$ cat config.mk
export PLATFORM = sky130hd
export DESIGN_NAME = spi_xfer_arbiter
export DESIGN_NICKNAME = d
export VERILOG_FILES = /design/src/rtl/spi_xfer_arbiter.sv
export SDC_FILE = /design/constraint.sdc
export NUM_CORES = 1
export LEC_CHECK = 0
export CAP_MARGIN = 40
export CORE_AREA = 2 2 69 88
export DETAILED_ROUTE_END_ITERATION = 6
export DIE_AREA = 0 0 71 90
export HOLD_SLACK_MARGIN = 0.12
export PLACE_DENSITY_LB_ADDON = 0.1
export SYNTH_ARGS = -nofsm -noshare
export SYNTH_HDL_FRONTEND = slang
export SYNTH_SLANG_ARGS = --single-unit
$ cat constraint.sdc
create_clock -name clk -period 2.7 [get_ports clk]
set_input_delay 0.54 -clock clk [delete_from_list [all_inputs] [get_ports clk]]
set_output_delay 0.54 -clock clk [all_outputs]
set_load 0.01 [all_outputs]
$ cat src/rtl/spi_xfer_arbiter.sv
// Shares one byte-level SPI master between two requesters. Owners get exclusive,
// lockable bursts; stalled bytes and abandoned locks are recovered by timeouts.
module spi_xfer_arbiter #(
    parameter int TIMEOUT_CYCLES = 512,
    parameter int HOLD_MAX       = 64
) (
    input  logic       clk,
    input  logic       rst_n,
    input  logic       i_req0_valid,
    input  logic [7:0] i_req0_byte,
    input  logic       i_req0_last,
    output logic       o_req0_ready,
    input  logic       i_req1_valid,
    input  logic [7:0] i_req1_byte,
    input  logic       i_req1_last,
    output logic       o_req1_ready,
    output logic       o_rsp0_valid,
    output logic [7:0] o_rsp0_byte,
    output logic       o_rsp0_err,
    output logic       o_rsp1_valid,
    output logic [7:0] o_rsp1_byte,
    output logic       o_rsp1_err,
    output logic [7:0] o_m_tx_byte,
    output logic       o_m_tx_start,
    input  logic       i_m_tx_done,
    input  logic [7:0] i_m_rx_byte,
    output logic       o_busy,
    output logic       o_owner
);

    localparam int TMO_W  = $clog2(TIMEOUT_CYCLES) + 1;
    localparam int HOLD_W = $clog2(HOLD_MAX) + 1;
    localparam logic [TMO_W-1:0]  TMO_LAST  = TMO_W'(TIMEOUT_CYCLES - 1);
    localparam logic [HOLD_W-1:0] HOLD_LAST = HOLD_W'(HOLD_MAX - 1);

    typedef enum logic [1:0] {
        S_IDLE,
        S_START,
        S_WAIT,
        S_HOLD
    } state_t;

    state_t            r_state;
    logic              r_rr_ptr;
    logic              r_owner;
    logic              r_last;
    logic              r_busy;
    logic              r_tx_start;
    logic [7:0]        r_tx_byte;
    logic [TMO_W-1:0]  r_tmo_cnt;
    logic [HOLD_W-1:0] r_hold_cnt;
    logic              r_rsp0_valid;
    logic [7:0]        r_rsp0_byte;
    logic              r_rsp0_err;
    logic              r_rsp1_valid;
    logic [7:0]        r_rsp1_byte;
    logic              r_rsp1_err;

    logic              w_idle;
    logic              w_hold;
    logic              w_grant;
    logic              w_rdy0;
    logic              w_rdy1;
    logic              w_acc;
    logic              w_acc_port;
    logic              w_acc_last;
    logic [7:0]        w_acc_byte;
    logic [TMO_W-1:0]  w_tmo_next;
    logic              w_tmo_expire;
    logic              w_fin;
    logic              w_fin_err;
    logic [7:0]        w_fin_byte;

    function automatic logic [TMO_W-1:0] f_tmo_inc(input logic [TMO_W-1:0] cnt);
        return (&cnt) ? cnt : cnt + TMO_W'(1);
    endfunction

    function automatic logic [HOLD_W-1:0] f_hold_inc(input logic [HOLD_W-1:0] cnt);
        return (&cnt) ? cnt : cnt + HOLD_W'(1);
    endfunction

    assign w_idle = (r_state == S_IDLE);
    assign w_hold = (r_state == S_HOLD);

    // With both ports valid the round-robin pointer decides; otherwise the lone requester wins.
    assign w_grant = (i_req0_valid && i_req1_valid) ? r_rr_ptr : i_req1_valid;

    assign w_rdy0 = rst_n && ((w_idle && i_req0_valid && !w_grant) || (w_hold && !r_owner));
    assign w_rdy1 = rst_n && ((w_idle && i_req1_valid &&  w_grant) || (w_hold &&  r_owner));

    assign w_acc_port = w_rdy1 && i_req1_valid;
    assign w_acc      = (w_rdy0 && i_req0_valid) || w_acc_port;
    assign w_acc_byte = w_acc_port ? i_req1_byte : i_req0_byte;
    assign w_acc_last = w_acc_port ? i_req1_last : i_req0_last;

    // A done arriving on the expiry cycle wins over the timeout.
    assign w_tmo_next   = f_tmo_inc(r_tmo_cnt);
    assign w_tmo_expire = (w_tmo_next == TMO_LAST);
    assign w_fin        = (r_state == S_WAIT) && (i_m_tx_done || w_tmo_expire);
    assign w_fin_err    = !i_m_tx_done;
    assign w_fin_byte   = i_m_tx_done ? i_m_rx_byte : 8'hFF;

    always_ff @(posedge clk or negedge rst_n) begin
        if (!rst_n) begin
            r_state      <= S_IDLE;
            r_rr_ptr     <= 1'b0;
            r_owner      <= 1'b0;
            r_last       <= 1'b0;
            r_busy       <= 1'b0;
            r_tx_start   <= 1'b0;
            r_tx_byte    <= 8'h00;
            r_tmo_cnt    <= '0;
            r_hold_cnt   <= '0;
            r_rsp0_valid <= 1'b0;
            r_rsp0_byte  <= 8'h00;
            r_rsp0_err   <= 1'b0;
            r_rsp1_valid <= 1'b0;
            r_rsp1_byte  <= 8'h00;
            r_rsp1_err   <= 1'b0;
        end else begin
            r_tx_start   <= 1'b0;
            r_rsp0_valid <= 1'b0;
            r_rsp1_valid <= 1'b0;

            if (w_fin) begin
                if (r_owner) begin
                    r_rsp1_valid <= 1'b1;
                    r_rsp1_byte  <= w_fin_byte;
                    r_rsp1_err   <= w_fin_err;
                end else begin
                    r_rsp0_valid <= 1'b1;
                    r_rsp0_byte  <= w_fin_byte;
                    r_rsp0_err   <= w_fin_err;
                end
            end

            case (r_state)
                S_IDLE: begin
                    if (w_acc) begin
                        r_tx_byte  <= w_acc_byte;
                        r_last     <= w_acc_last;
                        r_owner    <= w_acc_port;
                        r_tx_start <= 1'b1;
                        r_busy     <= 1'b1;
                        r_state    <= S_START;
                    end
                end
                S_START: begin
                    r_tmo_cnt <= '0;
                    r_state   <= S_WAIT;
                end
                S_WAIT: begin
                    if (i_m_tx_done && !r_last) begin
                        r_hold_cnt <= '0;
                        r_state    <= S_HOLD;
                    end else if (w_fin) begin
                        // Timeout drops the lock even in the middle of a burst.
                        r_state  <= S_IDLE;
                        r_busy   <= 1'b0;
                        r_rr_ptr <= ~r_owner;
                    end else begin
                        r_tmo_cnt <= w_tmo_next;
                    end
                end
                S_HOLD: begin
                    if (w_acc) begin
                        r_tx_byte  <= w_acc_byte;
                        r_last     <= w_acc_last;
                        r_owner    <= w_acc_port;
                        r_tx_start <= 1'b1;
                        r_state    <= S_START;
                    end else if (r_hold_cnt == HOLD_LAST) begin
                        r_state  <= S_IDLE;
                        r_busy   <= 1'b0;
                        r_rr_ptr <= ~r_owner;
                    end else begin
                        r_hold_cnt <= f_hold_inc(r_hold_cnt);
                    end
                end
                default: begin
                    r_state <= S_IDLE;
                    r_busy  <= 1'b0;
                end
            endcase
        end
    end

    assign o_req0_ready = w_rdy0;
    assign o_req1_ready = w_rdy1;
    assign o_rsp0_valid = r_rsp0_valid;
    assign o_rsp0_byte  = r_rsp0_byte;
    assign o_rsp0_err   = r_rsp0_err;
    assign o_rsp1_valid = r_rsp1_valid;
    assign o_rsp1_byte  = r_rsp1_byte;
    assign o_rsp1_err   = r_rsp1_err;
    assign o_m_tx_byte  = r_tx_byte;
    assign o_m_tx_start = r_tx_start;
    assign o_busy       = r_busy;
    assign o_owner      = r_owner;

endmodule

## Word level (Yosys, flattened, before mapping)

Cells that the tools add are included.

- Register bits after elaboration: 52
- Bits of input ports: 31
- Logic and storage cells: 106

- Add/subtract/negate cells: 2
- Equal/unequal tests: 16
- Mux-type cells: 36
- Bitwise logic cells: 1
- Reductions and logical operators: 36

Operators by type and width:

| operator | number |
|---|---|
| $mux 10 | 3 |
| $mux 7 | 4 |
| $pmux 10 s2 | 1 |
| $mux 1 | 17 |
| $mux 8 | 2 |
| $pmux 7 s2 | 1 |
| $logic_and 1x1->1 | 13 |
| $ne 2x2->1 const B | 6 |
| $add 10x1->10 const B | 1 |
| $eq 10x9->1 const B | 1 |
| $mux 2 | 5 |
| $reduce_and 10->1 | 1 |
| $reduce_and 5->1 | 2 |
| $pmux 2 s4 | 1 |
| $add 7x1->7 const B | 1 |
| $eq 7x6->1 const B | 1 |
| $reduce_and 7->1 | 1 |
| $ne 2x1->1 const B | 3 |
| $reduce_and 2->1 | 3 |
| $reduce_and 3->1 | 2 |
| $reduce_and 6->1 | 1 |
| $eq 2x2->1 const B | 2 |
| $logic_not 1->1 | 4 |
| $logic_or 1x1->1 | 4 |
| other kinds (10) | 11 |

## Logic depth before layout (Yosys ltp)

Gate-level depths: netlist of run 1.

- Depth in word-level cells: 10
- Mapped depth: 9
- Depth with buffers taken out: 7

## Least setup slack after synthesis of run 1

Ideal clock, no wire load.

- Path type: register to register
- Start: register r_tmo_cnt[0]
- End: register r_state[1]
- Library setup time: 0.126 ns
- Arrival: 2.227 ns
- Required time: 2.574 ns
- Path slack: 0.347 ns
- Stages on the path, launching flop included: 10
- Path buffers: 2
- Period minus slack after synthesis: 2.353 ns
- Cell sequence: dfrtp_1 > ha_1 > nand3_1 > or3_1 > buf_6 > a41o_4 > a41oi_2 > buf_6 > nor2_2 > a221o_1

- Word-level cells in the longest chain between the ends: 7

RTL lines:

| item | line | source |
|---|---|---|
| from (decl) | 50 | `logic [TMO_W-1:0] r_tmo_cnt;` |
| from (signal assigned) | 162 | `r_tmo_cnt <= w_tmo_next;` |
| $add 10x1->10 / $reduce_and 10->1 (equally long branches) | 75 | `return (&cnt) ? cnt : cnt + TMO_W'(1);` |
| $mux 10 (*) | 75 |  |
| $eq 10x9->1 (*) | 98 | `assign w_tmo_expire = (w_tmo_next == TMO_LAST);` |
| $logic_or 1x1->1 (*) | 99 | `assign w_fin = (r_state == S_WAIT) && (i_m_tx_done \|\| w_tmo_expire);` |
| $logic_and 1x1->1 (*) | 99 |  |
| $ne 3x2->1 (no line) (*) | n/a |  |
| $reduce_and 3->1 (no line) (*) | n/a |  |
| to (signal assigned) | 105 | `r_state <= S_IDLE;` |
| to (signal assigned) | 145 | `r_state <= S_START;` |
| to (signal assigned) | 150 | `r_state <= S_WAIT;` |
| to (decl) | 43 | `state_t r_state;` |

Every way passes the cells marked *; elsewhere a longest branch is shown, timed or not.
A chain may end at the register's enable or synchronous reset.

## Worst setup path in the final report of run 1

- Start: input i_req0_valid
- End: output o_req0_ready

- Word-level cells in the longest chain between the ends: 6

RTL lines:

| item | line | source |
|---|---|---|
| from (decl) | 9 | `input logic i_req0_valid,` |
| $logic_and 1x1->1 | 86 | `assign w_grant = (i_req0_valid && i_req1_valid) ? r_rr_ptr : i_req1_valid;` |
| $mux 1 | 86 |  |
| $logic_not 1->1 | 88 | `assign w_rdy0 = rst_n && ((w_idle && i_req0_valid && !w_grant) \|\| (w_hold && !r_owner));` |
| $logic_and 1x1->1 (*) | 88 |  |
| $logic_or 1x1->1 (*) | 88 |  |
| $logic_and 1x1->1 (*) | 88 |  |
| to (decl) | 12 | `output logic o_req0_ready,` |

Marked as above.

==> key figures, run 1 <==
Cells and area
  – Nets: 383
  – Share of cells above drive strength 1: 11.8%
  – ANT cells: 0
  – Area of the multi-input gates: 1320 µm²
  – Area delta synth->final: 34.0%
  – Final core utilization: 64.6%
  – Fillers: 462
  – FF+latch area: 1300 µm²

Worst setup path
  – CP Class: in2out
  – Worst reg-to-reg path cell count: 8
  – Worst-path fanout max: 4
  – Worst R2R Setup Slack: 0.21 ns
  – CP max stage cell: clkdlybuf4s50_1
  – Setup crit start kind: input port
  – Critical path origin: i_req0_valid
  – Critical Path RT: 2.16 ns
  – Worst R2R Start: r_tmo_cnt[1]
  – Worst path most repeated cell: clkdlybuf4s50_1
  – Crit-path max cell delay: 0.57 ns
  – Crit path capture type: output port
  – Crit path DAT: 2.05 ns
  – CP Capture Point: o_req0_ready
  – Reg2reg end: r_tmo_cnt[2]
  – Crit-path cells: clkdlybuf4s50_1 > nand2b_1 > nand2_1 > a32oi_1 > nor2b_1 > clkdlybuf4s50_1

Route
  – DR vias: 2304
  – Detailed Route WL: 6140 µm
  – Routed WL per cell: 14.9 µm
  – Post-route ant nets: 0
  – DRC Markers: 0
  – Iteration count of the initial detailed-routing pass: 4
  – Vias/cell: 5.59
  – Iter 0 DRT Violations: 76

Logic synthesis
  – Top FF cell, synth: dfrtp_1
  – Netlist Area Pre-Place: 2710 µm²
  – Post-synth EDFFs: 0
  – Synth async-reset ratio: 100%
  – Seq/Total Area, Yosys: 48.0%
  – Count of cell types in the netlist: 53
  – Yosys reg bits: 52
  – Cells after synthesis: 272
  – Yosys warning total: 0
  – Net Count, Synth: 310
  – Syn_area_per_cell: 9.97 µm²

CTS
  – Max H-tree Level: 2
  – Clock latency on the worst-skew pair: 0.31 ns
  – Clock Sinks: 52
  – CTS buffer count: 5
  – CTS tree: built
  – Hold-fix buffers, CTS: 0
  – Post-CTS setup buffer count: 0
  – Clock Tree Buf Depth: 2
  – Post_cts resized: 0
  – Clk slew on worst S/H paths: 0.09 ns
  – Clock root buffer: clkbuf_8

Place
  – Final Wtd Congestion: 0.785
  – Hpwl dp: 4590 µm
  – Port-buffer cells: 63

Power
  – P_int: 2.34 mW
  – Net Sw Frac: 33.4%
  – Peak supply drop: 0.000539 V
  – PnR Total Power: 3.52 mW
  – Combinational power share: 43.7%
  – Leak: 1.48 nW
  – Switching power: 1.17 mW
  – PwrDens: 967 nW/µm²
  – Seq pwr share: 35.7%
  – Clock share of power: 20.6%

Global route
  – Largest net degree at the start of global routing: 53
  – First-pass GRT wire length: 10100 µm
  – Total track usage: 19.7%
  – Grt ovf: 0
  – Vias in the first global route: 2245
  – Initial antenna violation count: 0

Timing
  – Post-route clock period utilization: 95.8%
  – Skew final: 0.00553 ns
  – Final-report max-slew violation count: 0
  – Post-layout min period: 2.59 ns
  – Hold Slack: 0.450 ns
  – Worst slew margin: 57.0%
  – Final hold vios: 0
  – Final setup vio count: 0
  – FMAX: 387 MHz
  – Worst-margin pin slew: 0.645 ns

Run
  – Maxcap violations: 0

Floorplanning
  – Core Footprint: 5620 µm²
  – Initial Util: 48.2%
  – Die area: 6390 µm²
  – IO Pins: 64
  – Die Wd: 71 µm
  – Die height: 90 µm
  – Row count: 31

Outcome
  – Outcome: finished, final reports clean

Worst hold path
  – Hold WC Path Type: in2async
-- state kept, by name, summed over array words and instances (netlist names) --
register	flops
o_m_tx_byte	8
r_rr_ptr	1
o_busy	1
r_tmo_cnt	10
o_rsp1_err	1
o_rsp0_err	1
o_owner	1
o_rsp0_valid	1
o_m_tx_start	1
r_last	1
o_rsp0_byte	8
r_hold_cnt	7
o_rsp1_valid	1
o_rsp1_byte	8
r_state	2
-- power groups by stage --
stage	Sequential (mW)	Combinational, mW	Clock [mW]
global placement	1.27	1.50	0
global route	1.30	1.68	0.760
finish	1.26	1.54	0.723
floorplan	1.32	0.762	0
detailed placement	1.27	1.54	0
CTS	1.26	1.54	0.733
-- worst min-delay path by stage --
stage | startpoint | depth (start not counted) | slack [ns] | endpoint
after floorplan | rst_n | 0 | 0.24 | o_busy
after global placement | o_rsp0_err | 1 | 0.48 | o_rsp0_err
after detailed placement | o_rsp1_err | 1 | 0.49 | o_rsp1_err
after CTS | rst_n | 2 | 0.48 | r_tmo_cnt[4]
after global routing | rst_n | 2 | 0.52 | r_hold_cnt[3]
final | rst_n | 2 | 0.45 | r_tmo_cnt[7]
-- final cells by class --
class | count | area share [%]
Multi-Input combinational cell | 200 | 36.4
Sequential cell | 52 | 35.8
Timing Repair Buffer | 77 | 20.2
Clock inverter | 3 | 2.48
Tap cell | 66 | 2.27
Clock buffer | 5 | 1.89
Inverter | 9 | 0.929
-- cell usage after synthesis (2+ instances only) --
| cell type | n | share of area [%] |
|---|---|---|
| dfrtp_1 | 52 | 48 |
| nor2_1 | 23 | 3.2 |
| nand2_1 | 22 | 3.0 |
| a21oi_1 | 20 | 3.7 |
| nand3_1 | 19 | 3.5 |
| o22a_1 | 16 | 5.2 |
| o21ai_0 | 12 | 2.2 |
| mux2i_1 | 11 | 4.1 |
| inv_1 | 9 | 1.2 |
| clkbuf_1 | 7 | 0.97 |
| ha_1 | 7 | 3.2 |
| or3_1 | 6 | 1.4 |
| nand4_1 | 5 | 1.2 |
| nor3_1 | 5 | 0.92 |
| and3_1 | 4 | 0.92 |
| a21o_1 | 3 | 0.83 |
| nor2_2 | 3 | 0.69 |
| nor2b_1 | 3 | 0.69 |
| o21a_1 | 3 | 0.83 |
| or2_2 | 3 | 0.69 |
| a211oi_1 | 2 | 0.55 |
| a21boi_0 | 2 | 0.55 |
| a311oi_1 | 2 | 0.65 |
| and2_1 | 2 | 0.46 |
| buf_6 | 2 | 0.83 |
| nand2b_1 | 2 | 0.46 |
-- cell families after synthesis --
family	after synthesis	synth area share, %
DFF	52	48.0
muxes	11	4.06
AOI/OAI and AO/OA	79	22.1
xor gates and xnor gates	1	0.323
adders and majority gates	7	3.23
buffers and inverters	20	3.46
and+or+nand+nor	102	18.8
-- worst max-delay path, delay by kind of cell --
kind	cells	cell delay, ns
buffers and inverters	2	1.08
AOI/OAI and AO/OA	1	0.10
and+or+nand+nor	3	0.33
-- cell usage in the layout (no fill, tap or decap), types with 4 or more instances in the layout --
| master | n |
|---|---|
| clkdlybuf4s50_1 | 62 |
| dfrtp_1 | 51 |
| nor2_1 | 23 |
| nand2_1 | 22 |
| a21oi_1 | 20 |
| nand3_1 | 19 |
| o22a_1 | 16 |
| buf_4 | 13 |
| o21ai_0 | 12 |
| mux2i_1 | 11 |
| inv_1 | 9 |
| or3_1 | 6 |
| nand4_1 | 5 |
| nor3_1 | 5 |
| ha_1 | 5 |
| clkbuf_8 | 5 |
| and3_1 | 4 |
-- through the flow --
stage | TNS [ns] | instances | instance area, µm² | setup slack, ns
finish | 0 | 412 | 3630 | 0.113
global route | -0.00422 | 412 | 3630 | -0.00422
global placement | 0 | 403 | 3460 | 0.108
CTS | 0 | 412 | 3630 | 0.0994
detailed placement | 0 | 404 | 3470 | 0.105
floorplan | 0 | 272 | 2710 | 0.347
-- metal layers --
layer  global-route usage [%]  vias up  wire (µm)
met1                     24.3     1101       2660
met3                     5.38        5        308
met5                        0        -          0
li1                         -     1146          -
met2                     33.7       52       3100
met4                     5.19        0         67
Power figures use the tool's default switching activity.
==> run 2: changes to the inputs <==
SKIP_LAST_GASP = 1   (was unset)
==> run 2 against run 1 <==
Wire length increased by 0.16%. Design area about the same. Clock-buffer cell count stayed put. Clock power about the same. Sequential cell count unchanged. Sequential power hardly changed. Clock skew increased by 0.00083 ns. Largest power group unchanged.
==> key figures, run 2 (synthesis gave the netlist of run 1 again) <==
Cells and area
  – Area delta synth->final: 33.9%
  – Final core utilization: 64.6%
  – Nets: 383
  – ANT cells: 0
  – Commonest non-fill, non-tap cell in the layout: clkdlybuf4s50_1
  – Most frequent cells in the layout: 62 x clkdlybuf4s50_1, 52 x dfrtp_1, 23 x nor2_1
  – Largest Register: r_tmo_cnt
  – Fillers: 463
  – Number of flip-flops in the largest register: 10
  – Share of cells above drive strength 1: 11.6%

Power
  – Combinational power share: 43.7%
  – Switching power: 1.17 mW
  – P_int: 2.34 mW
  – PnR Total Power: 3.51 mW
  – Leak: 1.48 nW
  – Seq pwr share: 35.7%
  – Peak supply drop: 0.000540 V
  – PwrDens: 967 nW/µm²
  – Clock share of power: 20.5%
  – Net Sw Frac: 33.4%

Timing
  – Skew final: 0.00636 ns
  – Post-route clock period utilization: 95.8%
  – Hold Slack: 0.446 ns
  – Worst slew margin: 56.8%
  – Final TNS setup: 0 ns
  – Post-layout min period: 2.59 ns
  – RSZ-0062 raised after global routing: yes
  – Final-report max-slew violation count: 0
  – FMAX: 386 MHz
  – Final hold vios: 0
  – Final setup vio count: 0
  – Slack of the critical path: 0.112 ns
  – Worst-margin pin slew: 0.648 ns

Route
  – Iter 0 DRT Violations: 69
  – Iteration count of the initial detailed-routing pass: 4
  – DR vias: 2300
  – Post-route ant nets: 0
  – DRC Markers: 0
  – Detailed Route WL: 6150 µm
  – Routed WL per cell: 14.9 µm
  – Vias/cell: 5.58

Floorplanning
  – Core Footprint: 5620 µm²
  – IO Pins: 64
  – Initial Util: 48.2%
  – Die height: 90 µm
  – Die Wd: 71 µm
  – Row count: 31
  – Die area: 6390 µm²

Global route
  – Grt ovf: 0
  – Vias in the first global route: 2245
  – First-pass GRT wire length: 10100 µm
  – Total track usage: 19.7%
  – Largest net degree at the start of global routing: 53
  – Initial antenna violation count: 0

Worst setup path
  – Crit path DAT: 2.05 ns
  – Crit path capture type: output port
  – Worst-path fanout max: 4
  – Setup crit start kind: input port
  – CP Class: in2out
  – Critical Path RT: 2.16 ns

CTS
  – CTS buffer count: 5
  – Post_cts resized: 0
  – Clk slew on worst S/H paths: 0.09 ns
  – Hold-fix buffers, CTS: 0
  – Clock root buffer: clkbuf_8
  – Clock Sinks: 52
  – Max H-tree Level: 2
  – CTS tree: built
  – Post-CTS setup buffer count: 0
  – Clock Tree Buf Depth: 2
  – Clock latency on the worst-skew pair: 0.31 ns

Place
  – Final Wtd Congestion: 0.785
  – Port-buffer cells: 63
  – Pre-CTS WS: 0.105 ns
  – Hpwl dp: 4590 µm

Worst hold path
  – Hold WC Path Type: in2async

Run
  – Maxcap violations: 0

Outcome
  – Outcome: finished, final reports clean
==> run 2: cell counts in the layout (fill, tap and decap cells not counted) <==
Identical to the previous run, type by type.
==> run 2: worst max-delay path: stages <==
cell	delay [ns]
clkdlybuf4s50_1	0.51
nand2b_1	0.11
nand2_1	0.08
a32oi_1	0.10
nor2b_1	0.15
clkdlybuf4s50_1	0.57
==> run 2: layout make-up <==
| cell class | count | area (µm²) | area share [%] |
|---|---|---|---|
| inverter | 9 | 33.8 | 0.930 |
| sequential | 52 | 1300 | 35.8 |
| clock inverter | 3 | 90.1 | 2.48 |
| clock buffer | 5 | 68.8 | 1.89 |
| multi-input combinational | 200 | 1320 | 36.4 |
| timing repair buffer | 77 | 734 | 20.2 |
| tap | 66 | 82.6 | 2.27 |
==> run 2: final timing paths <==
check                        startpoint      endpoint  slack [ns]  cells past startpoint
setup / recovery           i_req0_valid  o_req0_ready        0.11                      6
hold / removal                    rst_n      r_rr_ptr        0.45                      2
setup reg to reg           r_tmo_cnt[0]  r_tmo_cnt[2]        0.19                      8
hold reg to reg              o_rsp1_err    o_rsp1_err        0.50                      1
max in group asynchronous         rst_n        r_last        1.82                      2
min in group clk             o_rsp1_err    o_rsp1_err        0.50                      1
==> run 2: stage by stage <==
| step | area [µm²] | cells |
|---|---|---|
| final | 3630 | 412 |
| after global routing | 3630 | 412 |
| after CTS | 3630 | 412 |
| after detailed placement | 3470 | 404 |
| after global placement | 3460 | 403 |
| after floorplan | 2710 | 272 |
==> run 2: power by group through the flow <==
stage,registers [mW],clock network (mW),logic (mW)
finish,1.25,0.721,1.54
global route,1.30,0.763,1.68
CTS,1.26,0.733,1.54
detailed placement,1.27,0,1.54
global placement,1.27,0,1.50
floorplan,1.32,0,0.762
==> run 2: per-layer routing <==
metal  GRT usage [%]  share of wire (%)  routed length [µm]  vias up
li1                -                  -                   -     1145
met1            24.3                 43                2650     1097
met2            33.7                 50                3100       51
met3            5.38                5.2                 317        7
met4            5.19                1.3                  77        0
met5               0                  0                   0        -
